[config.mk]
export PLATFORM = sky130hd
export DESIGN_NAME = bus_timer
export DESIGN_NICKNAME = d
export VERILOG_FILES = /design/src/rtl/bus_timer_pkg.sv /design/src/rtl/bus_timer_prescaler.sv /design/src/rtl/bus_timer.sv
export SDC_FILE = /design/constraint.sdc
export NUM_CORES = 1
export LEC_CHECK = 0
export CORE_ASPECT_RATIO = 0.7
export CORE_MARGIN = 4
export CORE_UTILIZATION = 60
export CTS_BUF_LIST = sky130_fd_sc_hd__clkbuf_4
export DETAILED_ROUTE_END_ITERATION = 10
export PLACE_DENSITY = 0.88
export SYNTH_ARGS = -nofsm -noshare
export SYNTH_HDL_FRONTEND = slang
export SYNTH_HIERARCHICAL = 1
export SYNTH_SLANG_ARGS = --single-unit
[constraint.sdc]
create_clock -name clk -period 6.42 [get_ports clk]
set_clock_uncertainty 0.05 [all_clocks]
set_input_delay 0.963 -clock clk [delete_from_list [all_inputs] [get_ports clk]]
set_output_delay 0.963 -clock clk [all_outputs]
set_load 0.01 [all_outputs]
[src/rtl/bus_timer_pkg.sv]
// Shared register map constants for the memory-mapped down-counter timer.
// Offsets select the word inside the 4-word window; bit positions index CTRL/STATUS.
package bus_timer_pkg;

  localparam logic [1:0] REG_CTRL   = 2'd0;
  localparam logic [1:0] REG_RELOAD = 2'd1;
  localparam logic [1:0] REG_COUNT  = 2'd2;
  localparam logic [1:0] REG_STATUS = 2'd3;

  localparam int CTRL_EN        = 0;
  localparam int CTRL_AR        = 1;
  localparam int CTRL_IE        = 2;
  localparam int CTRL_PRESC_LSB = 8;

  localparam int ST_EXP = 0;
  localparam int ST_RUN = 1;

  function automatic logic [15:0] pack_ctrl(input logic en, input logic ar,
                                            input logic ie, input logic [7:0] presc);
    logic [15:0] w;
    w = '0;
    w[CTRL_EN] = en;
    w[CTRL_AR] = ar;
    w[CTRL_IE] = ie;
    w[CTRL_PRESC_LSB +: 8] = presc;
    return w;
  endfunction

endpackage

[src/rtl/bus_timer_prescaler.sv]
// Divides the clock by (presc+1) while enabled, producing a one-cycle tick.
// Held at zero while disabled or when the CPU rewrites CTRL.
module timer_prescaler (
  input  logic       clk,
  input  logic       reset,
  input  logic       en,
  input  logic       clr,
  input  logic [7:0] presc,
  output logic       tick
);

  logic [7:0] r_cnt;
  logic       w_hit;

  assign w_hit = (r_cnt == presc);
  assign tick  = en & w_hit;

  always_ff @(posedge clk or negedge reset) begin
    if (!reset) begin
      r_cnt <= '0;
    end else if (clr || !en || w_hit) begin
      r_cnt <= '0;
    end else begin
      r_cnt <= r_cnt + 8'd1;
    end
  end

endmodule

[src/rtl/bus_timer.sv]
// Bus-attached programmable down-counter: 4-word register window, combinational
// reads, sticky expiry flag and level interrupt request.
module bus_timer
  import bus_timer_pkg::*;
#(
  parameter logic [15:0] BASE_ADDR    = 16'hFF00,
  parameter logic [15:0] RESET_RELOAD = 16'h0000
) (
  input  logic        clk,
  input  logic        reset,
  input  logic [15:0] addr,
  input  logic [15:0] data_in,
  input  logic        data_write_en,
  output logic [15:0] data_out,
  output logic        sel,
  output logic        irq
);

  logic        r_en;
  logic        r_ar;
  logic        r_ie;
  logic [7:0]  r_presc;
  logic [15:0] r_reload;
  logic [15:0] r_count;
  logic        r_expired;

  logic        w_wr;
  logic        w_wr_ctrl;
  logic        w_wr_reload;
  logic        w_wr_count;
  logic        w_wr_status;
  logic        w_tick;
  logic        w_terminal;
  logic [15:0] w_status;

  assign sel         = (addr[15:2] == BASE_ADDR[15:2]);
  assign w_wr        = sel & data_write_en;
  assign w_wr_ctrl   = w_wr & (addr[1:0] == REG_CTRL);
  assign w_wr_reload = w_wr & (addr[1:0] == REG_RELOAD);
  assign w_wr_count  = w_wr & (addr[1:0] == REG_COUNT);
  assign w_wr_status = w_wr & (addr[1:0] == REG_STATUS);

  // Expiry is judged on the COUNT value before any same-cycle CPU write.
  assign w_terminal = w_tick & (r_count == 16'd0);

  timer_prescaler u_presc (
    .clk   (clk),
    .reset (reset),
    .en    (r_en),
    .clr   (w_wr_ctrl),
    .presc (r_presc),
    .tick  (w_tick)
  );

  always_ff @(posedge clk or negedge reset) begin
    if (!reset) begin
      r_en    <= 1'b0;
      r_ar    <= 1'b0;
      r_ie    <= 1'b0;
      r_presc <= '0;
    end else if (w_wr_ctrl) begin
      r_en    <= data_in[CTRL_EN];
      r_ar    <= data_in[CTRL_AR];
      r_ie    <= data_in[CTRL_IE];
      r_presc <= data_in[CTRL_PRESC_LSB +: 8];
    end else if (w_terminal && !r_ar) begin
      r_en <= 1'b0;
    end
  end

  always_ff @(posedge clk or negedge reset) begin
    if (!reset) begin
      r_reload <= RESET_RELOAD;
    end else if (w_wr_reload) begin
      r_reload <= data_in;
    end
  end

  // A CPU write to COUNT overrides whatever the tick would have done.
  always_ff @(posedge clk or negedge reset) begin
    if (!reset) begin
      r_count <= RESET_RELOAD;
    end else if (w_wr_count) begin
      r_count <= data_in;
    end else if (w_tick) begin
      if (!w_terminal) begin
        r_count <= r_count - 16'd1;
      end else if (r_ar) begin
        r_count <= r_reload;
      end else begin
        r_count <= 16'd0;
      end
    end
  end

  always_ff @(posedge clk or negedge reset) begin
    if (!reset) begin
      r_expired <= 1'b0;
    end else if (w_terminal) begin
      r_expired <= 1'b1;
    end else if (w_wr_status && data_in[ST_EXP]) begin
      r_expired <= 1'b0;
    end
  end

  always_comb begin
    w_status         = '0;
    w_status[ST_EXP] = r_expired;
    w_status[ST_RUN] = r_en;
  end

  always_comb begin
    data_out = 16'h0000;
    if (sel) begin
      case (addr[1:0])
        REG_CTRL:   data_out = pack_ctrl(r_en, r_ar, r_ie, r_presc);
        REG_RELOAD: data_out = r_reload;
        REG_COUNT:  data_out = r_count;
        default:    data_out = w_status;
      endcase
    end
  end

  assign irq = r_expired & r_ie;

endmodule
==> results.rst <==
.. list-table::
   :header-rows: 1

   * - Metric
     - Value
   * - Run status
     - finished, final reports clean
   * - Most frequent cells in the layout
     - 52 x sky130_fd_sc_hd__dfrtp_1, 51 x sky130_fd_sc_hd__clkdlybuf4s50_1, 44 x sky130_fd_sc_hd__nor2_1
   * - Share of Yosys cell area claimed by the top area cell type
     - 0.393
   * - Placement Setup Slack
     - 1.65 ns
   * - Post-CTS repair timing setup buffer count
     - 0
   * - Fraction of the cycle the final worst path needs
     - 0.753
   * - Total power
     - 0.521 mW
   * - Area enclosed by the die boundary
     - 6780 um^2
   * - WL met1
     - 3890 um
   * - Row cnt
     - 22
   * - Total buffers and inverters traversed by the critical path
     - 2
   * - Worst ir drop on vdd
     - 0.118 mV
   * - Number of setup violations in the final report
     - 0
   * - Wirelength per Cell
     - 18.4 um
   * - Fraction of registers with async set/reset
     - 1.00
   * - Synth Flop Type
     - sky130_fd_sc_hd__dfrtp_1
   * - I/O Pins
     - 53
   * - Power Density
     - 135 nW/um^2
   * - P&R area growth vs syn
     - 16.4%
   * - Maximum number of pins on one net before global-route repair
     - 53
   * - Total number of vias
     - 2943
   * - Leakage component of the power
     - 1.61 nW
   * - Cell area after synthesis
     - 3310 um^2
   * - Clock slew at reported path FFs
     - 0.14 ns
   * - Summed area of non-filler cells in the final layout
     - 3850 um^2
   * - Met3 Routed Length
     - 682 um
   * - TritonCTS clock tree
     - built
   * - Worst max-slew margin expressed relative to the limit
     - 0.207
   * - Input/output buffers
     - 52
   * - Most area-consuming cells after synthesis
     - sky130_fd_sc_hd__dfrtp_1 39%, sky130_fd_sc_hd__mux2_2 5.1%, sky130_fd_sc_hd__nor2_1 5.0%
   * - Number of instances in the synthesized netlist
     - 344
   * - DIE WIDTH
     - 96.8 um
   * - Count of cell types in the netlist
     - 57
   * - Post-DR vias/cell
     - 6.48
   * - Aggregate global routing overflow
     - 0
   * - Layout cells sized above 1
     - 0.118
   * - Hold Crit Class
     - reg -> reg
   * - Clock Tree Buf Depth
     - 2
   * - Starting utilization of the core area
     - 0.626
   * - Final hold violation count
     - 0
   * - Register bit count reported by yosys
     - 52
   * - Final period demand of the worst path
     - 4.83 ns
   * - CORE AREA
     - 5290 um^2
   * - Skew-Pair Late Insertion Delay
     - 0.37 ns
   * - Max Clk Rate
     - 0.207 GHz
   * - Worst Path Max Fanout
     - 16
   * - Nets
     - 419
   * - First DRT Iteration DRCs
     - 306
   * - Total track usage
     - 0.248
   * - Count of antenna-violating nets left after detailed routing
     - 0
   * - Crit path required time
     - 5.41 ns
   * - Met2 wirelength from detailed routing
     - 3710 um
   * - Slowest Stage Delay on Critical Path
     - 1.11 ns
   * - Final Slew Violations
     - 0
   * - Total Wirelength
     - 8360 um
   * - Post-CTS Hold Fix Bufs
     - 0
   * - Sequential share of the synthesized area
     - 0.393
   * - Startpoint Class
     - primary input
   * - Number of enable flip-flop cells after synthesis
     - 0
   * - Cell type of the slowest stage on the worst timing path
     - sky130_fd_sc_hd__nor2b_1
   * - Final worst setup slack
     - 1.59 ns
   * - Clock Tree Root
     - sky130_fd_sc_hd__clkbuf_4
   * - Initial antenna violation count
     - 0
   * - CP endpoint kind
     - primary output
   * - Clock Sinks
     - 52
   * - First-pass GRT wire length
     - 13800 um
   * - Routability congestion estimate from global placement
     - 0.983
   * - Maximum level of the CTS H-tree
     - 2
   * - Instance area at placement
     - 3800 um^2
   * - Cells traversed along the worst timing path
     - clkdlybuf4s50_1, nor2b_1, a22oi_1, nor2_1, clkdlybuf4s50_1
   * - Average footprint of a synthesized cell
     - 9.62 um^2
   * - Most common cell after layout, fill and taps aside
     - sky130_fd_sc_hd__dfrtp_1
   * - Vertical die dimension
     - 70.1 um
   * - Cell taking the most area after synthesis
     - sky130_fd_sc_hd__dfrtp_1
   * - Number of global-route vias before repair
     - 2784
   * - Router iterations before antenna repair
     - 5
   * - Aggregate negative setup slack
     - 0 ns
   * - Uppermost layer routed
     - met4
   * - Transition at the pin with the smallest max-transition slack
     - 1.19 ns
   * - DRC Markers
     - 0
   * - # Max-Cap Violations
     - 0
   * - Number of resized instances in the post-cts repair step
     - 0
   * - Critical path type
     - in -> out
   * - Number of buffers added by the clock tree synthesis step
     - 5
   * - Synth warn
     - 6
   * - Data arrival time of the critical path
     - 3.82 ns
   * - Total nets after synthesis
     - 382
   * - Family with the most delay on the worst path
     - buffers and inverters
   * - Number of diodes
     - 0
   * - Most frequent cell on the critical path
     - sky130_fd_sc_hd__clkdlybuf4s50_1
   * - RSZ-0062 raised after global routing
     - false
   * - HPWL after detailed placement
     - 5880 um
## cells in the mapped netlist, types with 6 or more instances
cell type                  count
sky130_fd_sc_hd__a21oi_1      17
sky130_fd_sc_hd__a22o_1        6
sky130_fd_sc_hd__a31oi_1       6
sky130_fd_sc_hd__clkbuf_1     17
sky130_fd_sc_hd__dfrtp_1      52
sky130_fd_sc_hd__inv_1         8
sky130_fd_sc_hd__mux2_2       15
sky130_fd_sc_hd__mux2_4       10
sky130_fd_sc_hd__mux2i_1      10
sky130_fd_sc_hd__nand2_1      19
sky130_fd_sc_hd__nand3_1      10
sky130_fd_sc_hd__nand4_1       6
sky130_fd_sc_hd__nor2_1       44
sky130_fd_sc_hd__o211ai_1      6
sky130_fd_sc_hd__o21ai_0      14
sky130_fd_sc_hd__xor2_1       11
## cell families after synthesis
| family | count (synthesis) | share of synthesized area |
|---|---|---|
| muxes | 37 | 0.140 |
| and+or+nand+nor | 126 | 0.205 |
| AOI/OAI and AO/OA | 77 | 0.156 |
| buffers and inverters | 34 | 0.0522 |
| xor gates and xnor gates | 15 | 0.0420 |
| adders and majority gates | 3 | 0.0113 |
| DFF | 52 | 0.393 |
## registers in the layout, summed over array words and instances, names as in the netlist
signal	cells
u_presc/r_cnt	8
r_presc	8
r_reload	16
r_en	1
r_expired	1
r_ie	1
r_count	16
r_ar	1
## final timing paths
path / from / endpoint / slack (ns) / depth (start not counted)
max in group asynchronous: reset / r_count[4] / 5.24 / 2
hold / removal: r_ie / r_ie / 0.51 / 1
min in group asynchronous: reset / r_reload[15] / 0.63 / 2
setup / recovery: addr[1] / data_out[4] / 1.59 / 5
hold reg to reg: r_ie / r_ie / 0.51 / 1
setup reg to reg: u_presc/r_cnt[3] / r_count[3] / 2.62 / 8
## cell type report
class                           instances  area (um^2)
Tap cell                               72         90.1
Inverter                               10         42.5
Clock buffer                            5         37.5
Sequential cell                        52         1300
Fill cell                             423         1440
Timing Repair Buffer                   54          531
Multi-Input combinational cell        258         1830
Clock inverter                          3         13.8
## metrics by stage
step	instances	hold WS, ns	utilization
4_1_cts	454	0.506	0.728
3_5_place_dp	446	0.474	0.719
3_3_place_gp	446	0.456	0.719
2_1_floorplan	344	0.430	-
5_1_grt	454	0.529	0.728
6_report	454	0.508	0.728
## where the power goes
part	switching (mW)	total, mW	internal, mW
Sequential	0.000880	0.329	0.328
Combinational	0.0222	0.0470	0.0248
Clock	0.104	0.145	0.0405
Total	0.127	0.521	0.393
## per-layer routing
metal  global-route usage  vias up
met4               0.0576        0
met3               0.0479       12
met5                    0        -
met2                0.371      152
met1                0.373     1439
li1                     -     1340
Note: power is estimated with default switching activity, not from simulation.
